File: src/rtl/serial_adder_pkg.sv
// Shared definitions for the serial adder: FSM state encoding and the
// beat-counter width helper used by the top level.
package serial_adder_pkg;

    typedef enum logic [1:0] {
        IDLE = 2'd0,
        RUN  = 2'd1,
        DONE = 2'd2
    } state_t;

    // Counter must hold values 0..N where N = width/bpc beats per addition.
    function automatic int cnt_width(input int width, input int bpc);
        return $clog2(width / bpc) + 1;
    endfunction

endpackage

File: src/rtl/fa_cell.sv
// One-bit full adder; chained inside serial_adder to form the per-beat adder.
module fa_cell (
    input  logic a,
    input  logic b,
    input  logic cin,
    output logic sum,
    output logic cout
);

    assign sum  = a ^ b ^ cin;
    assign cout = (a & b) | (cin & (a ^ b));

endmodule

File: src/rtl/serial_adder.sv
// Multi-cycle adder: adds two WIDTH-bit operands BPC bits per clock,
// LSB-first, through a ripple chain of fa_cell instances.
// Optional feature: define SERIAL_ADDER_OVF_EN to add the signed overflow
// output ovf, registered alongside sum.
module serial_adder
    import serial_adder_pkg::*;
#(
    parameter int WIDTH = 8,
    parameter int BPC   = 1
) (
    input  logic             clk,
    input  logic             rst_n,
    input  logic             start,
    input  logic [WIDTH-1:0] a,
    input  logic [WIDTH-1:0] b,
    input  logic             cin,
    output logic             busy,
    output logic             done,
    output logic [WIDTH-1:0] sum,
`ifdef SERIAL_ADDER_OVF_EN
    output logic             cout,
    output logic             ovf
`else
    output logic             cout
`endif
);

    localparam int N  = WIDTH / BPC;
    localparam int CW = cnt_width(WIDTH, BPC);
    localparam logic [CW-1:0] LAST_BEAT = CW'(N - 1);

    state_t           state;
    logic [CW-1:0]    cnt;
    logic [WIDTH-1:0] a_sh;
    logic [WIDTH-1:0] b_sh;
    logic [WIDTH-1:0] acc;
    logic             carry;
    logic [BPC-1:0]   beat_sum;
    logic [BPC:0]     chain;
    logic [WIDTH-1:0] beat_ext;
    logic [WIDTH-1:0] next_acc;
    logic             accept;

`ifdef SERIAL_ADDER_OVF_EN
    logic a_msb;
    logic b_msb;
`endif

    // Operand bits are consumed from the bottom of the shift registers; the
    // carry register feeds the bottom of the ripple chain each beat.
    assign chain[0] = carry;

    for (genvar i = 0; i < BPC; i++) begin : g_fa
        fa_cell u_fa (
            .a    (a_sh[i]),
            .b    (b_sh[i]),
            .cin  (chain[i]),
            .sum  (beat_sum[i]),
            .cout (chain[i+1])
        );
    end

    // Sum bits enter the accumulator from the top, so after N beats the
    // first beat's bits have reached the LSB end.
    assign beat_ext = WIDTH'(beat_sum);
    assign next_acc = (acc >> BPC) | (beat_ext << (WIDTH - BPC));

    assign accept = start && ((state == IDLE) || (state == DONE));

    // Control FSM with registered busy/done/result outputs.
    always_ff @(posedge clk or negedge rst_n) begin
        if (!rst_n) begin
            state <= IDLE;
            cnt   <= '0;
            a_sh  <= '0;
            b_sh  <= '0;
            acc   <= '0;
            carry <= 1'b0;
            busy  <= 1'b0;
            done  <= 1'b0;
            sum   <= '0;
            cout  <= 1'b0;
`ifdef SERIAL_ADDER_OVF_EN
            a_msb <= 1'b0;
            b_msb <= 1'b0;
            ovf   <= 1'b0;
`endif
        end else if (accept) begin
            state <= RUN;
            cnt   <= '0;
            a_sh  <= a;
            b_sh  <= b;
            acc   <= '0;
            carry <= cin;
            busy  <= 1'b1;
            done  <= 1'b0;
`ifdef SERIAL_ADDER_OVF_EN
            a_msb <= a[WIDTH-1];
            b_msb <= b[WIDTH-1];
`endif
        end else begin
            case (state)
                RUN: begin
                    a_sh  <= a_sh >> BPC;
                    b_sh  <= b_sh >> BPC;
                    acc   <= next_acc;
                    carry <= chain[BPC];
                    cnt   <= cnt + CW'(1);
                    if (cnt == LAST_BEAT) begin
                        state <= DONE;
                        busy  <= 1'b0;
                        done  <= 1'b1;
                        sum   <= next_acc;
                        cout  <= chain[BPC];
`ifdef SERIAL_ADDER_OVF_EN
                        ovf   <= (a_msb == b_msb) && (next_acc[WIDTH-1] != a_msb);
`endif
                    end
                end
                DONE: begin
                    state <= IDLE;
                    done  <= 1'b0;
                end
                default: begin
                    state <= IDLE;
                end
            endcase
        end
    end

endmodule

File: config.mk
export PLATFORM = sky130hd
export DESIGN_NAME = serial_adder
export DESIGN_NICKNAME = d
export VERILOG_FILES = /design/src/rtl/serial_adder_pkg.sv /design/src/rtl/fa_cell.sv /design/src/rtl/serial_adder.sv
export SDC_FILE = /design/constraint.sdc
export NUM_CORES = 1
export LEC_CHECK = 0
export ABC_AREA = 1
export ABC_CLOCK_PERIOD_IN_PS = 2200
export CAP_MARGIN = 15
export CORE_ASPECT_RATIO = 1.5
export CORE_MARGIN = 8
export CORE_UTILIZATION = 50
export CTS_CLUSTER_DIAMETER = 60
export DETAILED_ROUTE_END_ITERATION = 10
export GPL_TIMING_DRIVEN = 0
export HOLD_SLACK_MARGIN = 0.1
export PLACE_DENSITY = 0.73
export SLEW_MARGIN = 25
export SYNTH_ARGS = -nofsm -noshare
export SYNTH_HDL_FRONTEND = slang
export SYNTH_HIERARCHICAL = 1
export SYNTH_SLANG_ARGS = --single-unit
File: constraint.sdc
create_clock -name clk -period 2.2 [get_ports clk]
set_clock_uncertainty 0.1 [all_clocks]
set_input_delay 0.22 -clock clk [delete_from_list [all_inputs] [get_ports clk]]
set_output_delay 0.22 -clock clk [all_outputs]
set_load 0.1 [all_outputs]
==> run metrics, run 1 <==
die width between 60 and 70 um; logic gate share of total power 53.7%; run status complete, no violations; Core Util, Final 65.6%; post-synth cell types 20; clock power share between 10% and 20%; Starting Density 52.2%; CP cell instances clkdlybuf4s50_1; drc violations 0; Leakage 0.00108 uW; Total Power 3800 uW; Seq pwr share 33.9%; via count 1366; register area 1030 sq um; Synth Register Bits 41; largest net degree at the start of global routing 30; internal reg-to-reg setup slack slightly above 0.7 ns; Net Sw Frac between 40% and 50%; Bufs and invs on worst path 1; row count 26; post-place setup slack 0.390 ns; setup violators final 0; final hold slack 0.246 ns; post-synth top area cell dfrtp_1; Worst-Margin Slew 0.967 ns; Clock Sink Count slightly above 40; vias per cell 5.08; Critical Path Start Type register; slew margin rel. 35.4%; fin nets 248; GRT Util Overall 14.2%; setup ws final 0.0756 ns; FF-to-FF path depth 7; Cell Area, Synth between 1500 and 2000 sq um; maximum VDD drop 1140 uV; Placed Cells 260; most common cell after layout, fill and taps aside nand2_1; syn_area_per_cell roughly 9.5 sq um; Post-Syn Instances approximately 190; Non-Filler Instances about 270; critical path data arrival time around 1.8 ns; layout cells sized above 1 15.9%; crit end category output port; Syn. warnings 6; Multi-input gate area 621 sq um; CTS root buf clkbuf_8; antenna cells 0; vias in the first global route 1438; DIE AREA 5770 sq um; critical path type register to output port; Clk pin slew, worst setup/hold paths about 0.07 ns; CORE AREA ~3400 sq um; worst min-delay path category input port to asynchronous set/reset pin; slowest stage delay, CP 1.14 ns; most frequent cells in the layout nand2_1, dfrtp_1, clkdlybuf4s50_1, o21ai_0, inv_1; global-route wire length before repair 6420 um; Final Wtd Congestion 0.728; endpoints failing hold 0; Slew Viols, Final 0; number of buffers added on ports 30; DRT Pass-1 Iters 4; reg2reg end busy$_DFFE_PN0P_; Cell Pwr Density 1690 nW/um^2; setup repair bufs after CTS 0; DP HPWL 2800 um; TritonCTS clock tree done; Critical-path top delay cell clkdlybuf4s50_1; drt wl/cell 13.8 um; dominant cells by area after synthesis dfrtp_1, nand2_1, o21ai_0; MaxCap Viol Count 0; DR iter-0 viols 35; Reg-to-Reg Start cnt[0]$_DFFE_PN0P_; Worst Setup SP done$_DFFE_PN0P_; Ports 31; RSZ-0062 raised after global routing false; DRT Wirelength 3710 um; Fmax 471 MHz; Die H slightly below 90 um; post-synth top area share between 50% and 60%; Syn Nets approximately 210; antenna violations before repair 0; CTS HTree Levels 2; Final ANT Viol Nets 0; CTS Buf Count 5; Seq/Total Area, Yosys roughly 58%; CP Max Fanout 2; Int Pwr 1940 uW; WP data required 1.88 ns; total grt overflow 0; Max Root-Sink Buffers 2; Period minus WS final 2.12 ns; instance count on the critical path 1; FILL cells 299; switching pwr 1860 uW; Area Overhead vs Synth 25.8%; cell family with most CP delay buffers and inverters; Worst-Skew Late Latency 0.30 ns; fin crit share 96.6%
==> how the worst max path moves through the flow <==
| stage | to |
|---|---|
| 3_5_place_dp | done |
| 6_report | done |
| 5_1_grt | done |
| 3_3_place_gp | b_sh[3]$_DFFE_PN0P_ |
| 4_1_cts | done |
| 2_1_floorplan | cout$_DFFE_PN0P_ |
==> timing repair <==
| action | 4_1_cts | 5_1_grt |
|---|---|---|
| hold endpoints to repair | 41 | 0 |
| resized for setup | 0 | 0 |
| hold buffers | 1 | 0 |
==> metal layers <==
metal / routed length (um) / track usage (%)
met3: 221 / 5.40
met1: 1510 / 14.6
met5: 0 / 0
met2: 1920 / 25.7
met4: 56 / 4.78
==> through the flow <==
| stage | setup TNS, ns | cell area, sq um |
|---|---|---|
| 6_report | 0 | 2240 |
| 5_1_grt | 0 | 2240 |
| 4_1_cts | 0 | 2240 |
| 3_5_place_dp | 0 | 2150 |
| 3_3_place_gp | -5.50 | 2130 |
| 2_1_floorplan | 0 | 1780 |
==> synthesized netlist by cell type <==
cell / count
nand2_1: 58
dfrtp_1: 41
o21ai_0: 17
inv_1: 15
nor2_1: 9
o21ai_2: 9
o22ai_1: 7
a21oi_1: 6
nand3_1: 5
buf_6: 4
buf_4: 3
inv_2: 3
nand2_2: 2
nand2_4: 2
a21oi_2: 1
fa_1: 1
ha_1: 1
nor2_2: 1
nor2_4: 1
o211ai_2: 1
==> logic make-up after synthesis <==
kind of cell / after synthesis / share of synthesized area [%]
and+or+nand+nor: 78 / 18.5
adders and majority gates: 2 / 1.83
AOI/OAI and AO/OA: 41 / 14.5
DFF: 41 / 57.6
buffers and inverters: 25 / 7.58
==> cell type report <==
type / instances / share of cell area (%)
plain buffers: 7 / 3.01
clock buffers: 6 / 3.24
clock inverters: 2 / 0.446
inverters: 18 / 3.01
multi-input cells: 121 / 27.7
flip-flops and latches: 41 / 45.8
well taps: 42 / 2.34
repair buffers: 32 / 14.5
==> flip-flops by register name, summed over array words and instances (netlist names) <==
signal,count
a_sh,8
b_sh,8
sum,8
acc,7
cnt,4
state,2
busy,1
carry,1
cout,1
done,1
==> power by group through the flow <==
stage	registers [uW]	logic, uW	clock network (uW)
global route	1320	2200	507
finish	1290	2040	471
global placement	1280	1970	0
floorplan	1920	915	0
CTS	1290	2060	478
detailed placement	1300	2050	0
(Power assumes the default switching activity.)
==> run 2, diff against run 1 <==
--- a/config.mk
+++ b/config.mk
@@ -7,7 +7,7 @@
 export LEC_CHECK = 0
 export ABC_AREA = 1
 export ABC_CLOCK_PERIOD_IN_PS = 2200
-export CAP_MARGIN = 15
+export CAP_MARGIN = 20
 export CORE_ASPECT_RATIO = 1.5
 export CORE_MARGIN = 8
 export CORE_UTILIZATION = 50
==> results of run 2 <==
No change in the layout: final DEF, timing and power equal those of run 1.
==> run 3, diff against run 2 <==
--- a/config.mk
+++ b/config.mk
@@ -16,6 +16,7 @@
 export GPL_TIMING_DRIVEN = 0
 export HOLD_SLACK_MARGIN = 0.1
 export PLACE_DENSITY = 0.73
+export SKIP_LAST_GASP = 1
 export SLEW_MARGIN = 25
 export SYNTH_ARGS = -nofsm -noshare
 export SYNTH_HDL_FRONTEND = slang
==> results of run 3 <==
No change in the layout: final DEF, timing and power equal those of run 1.
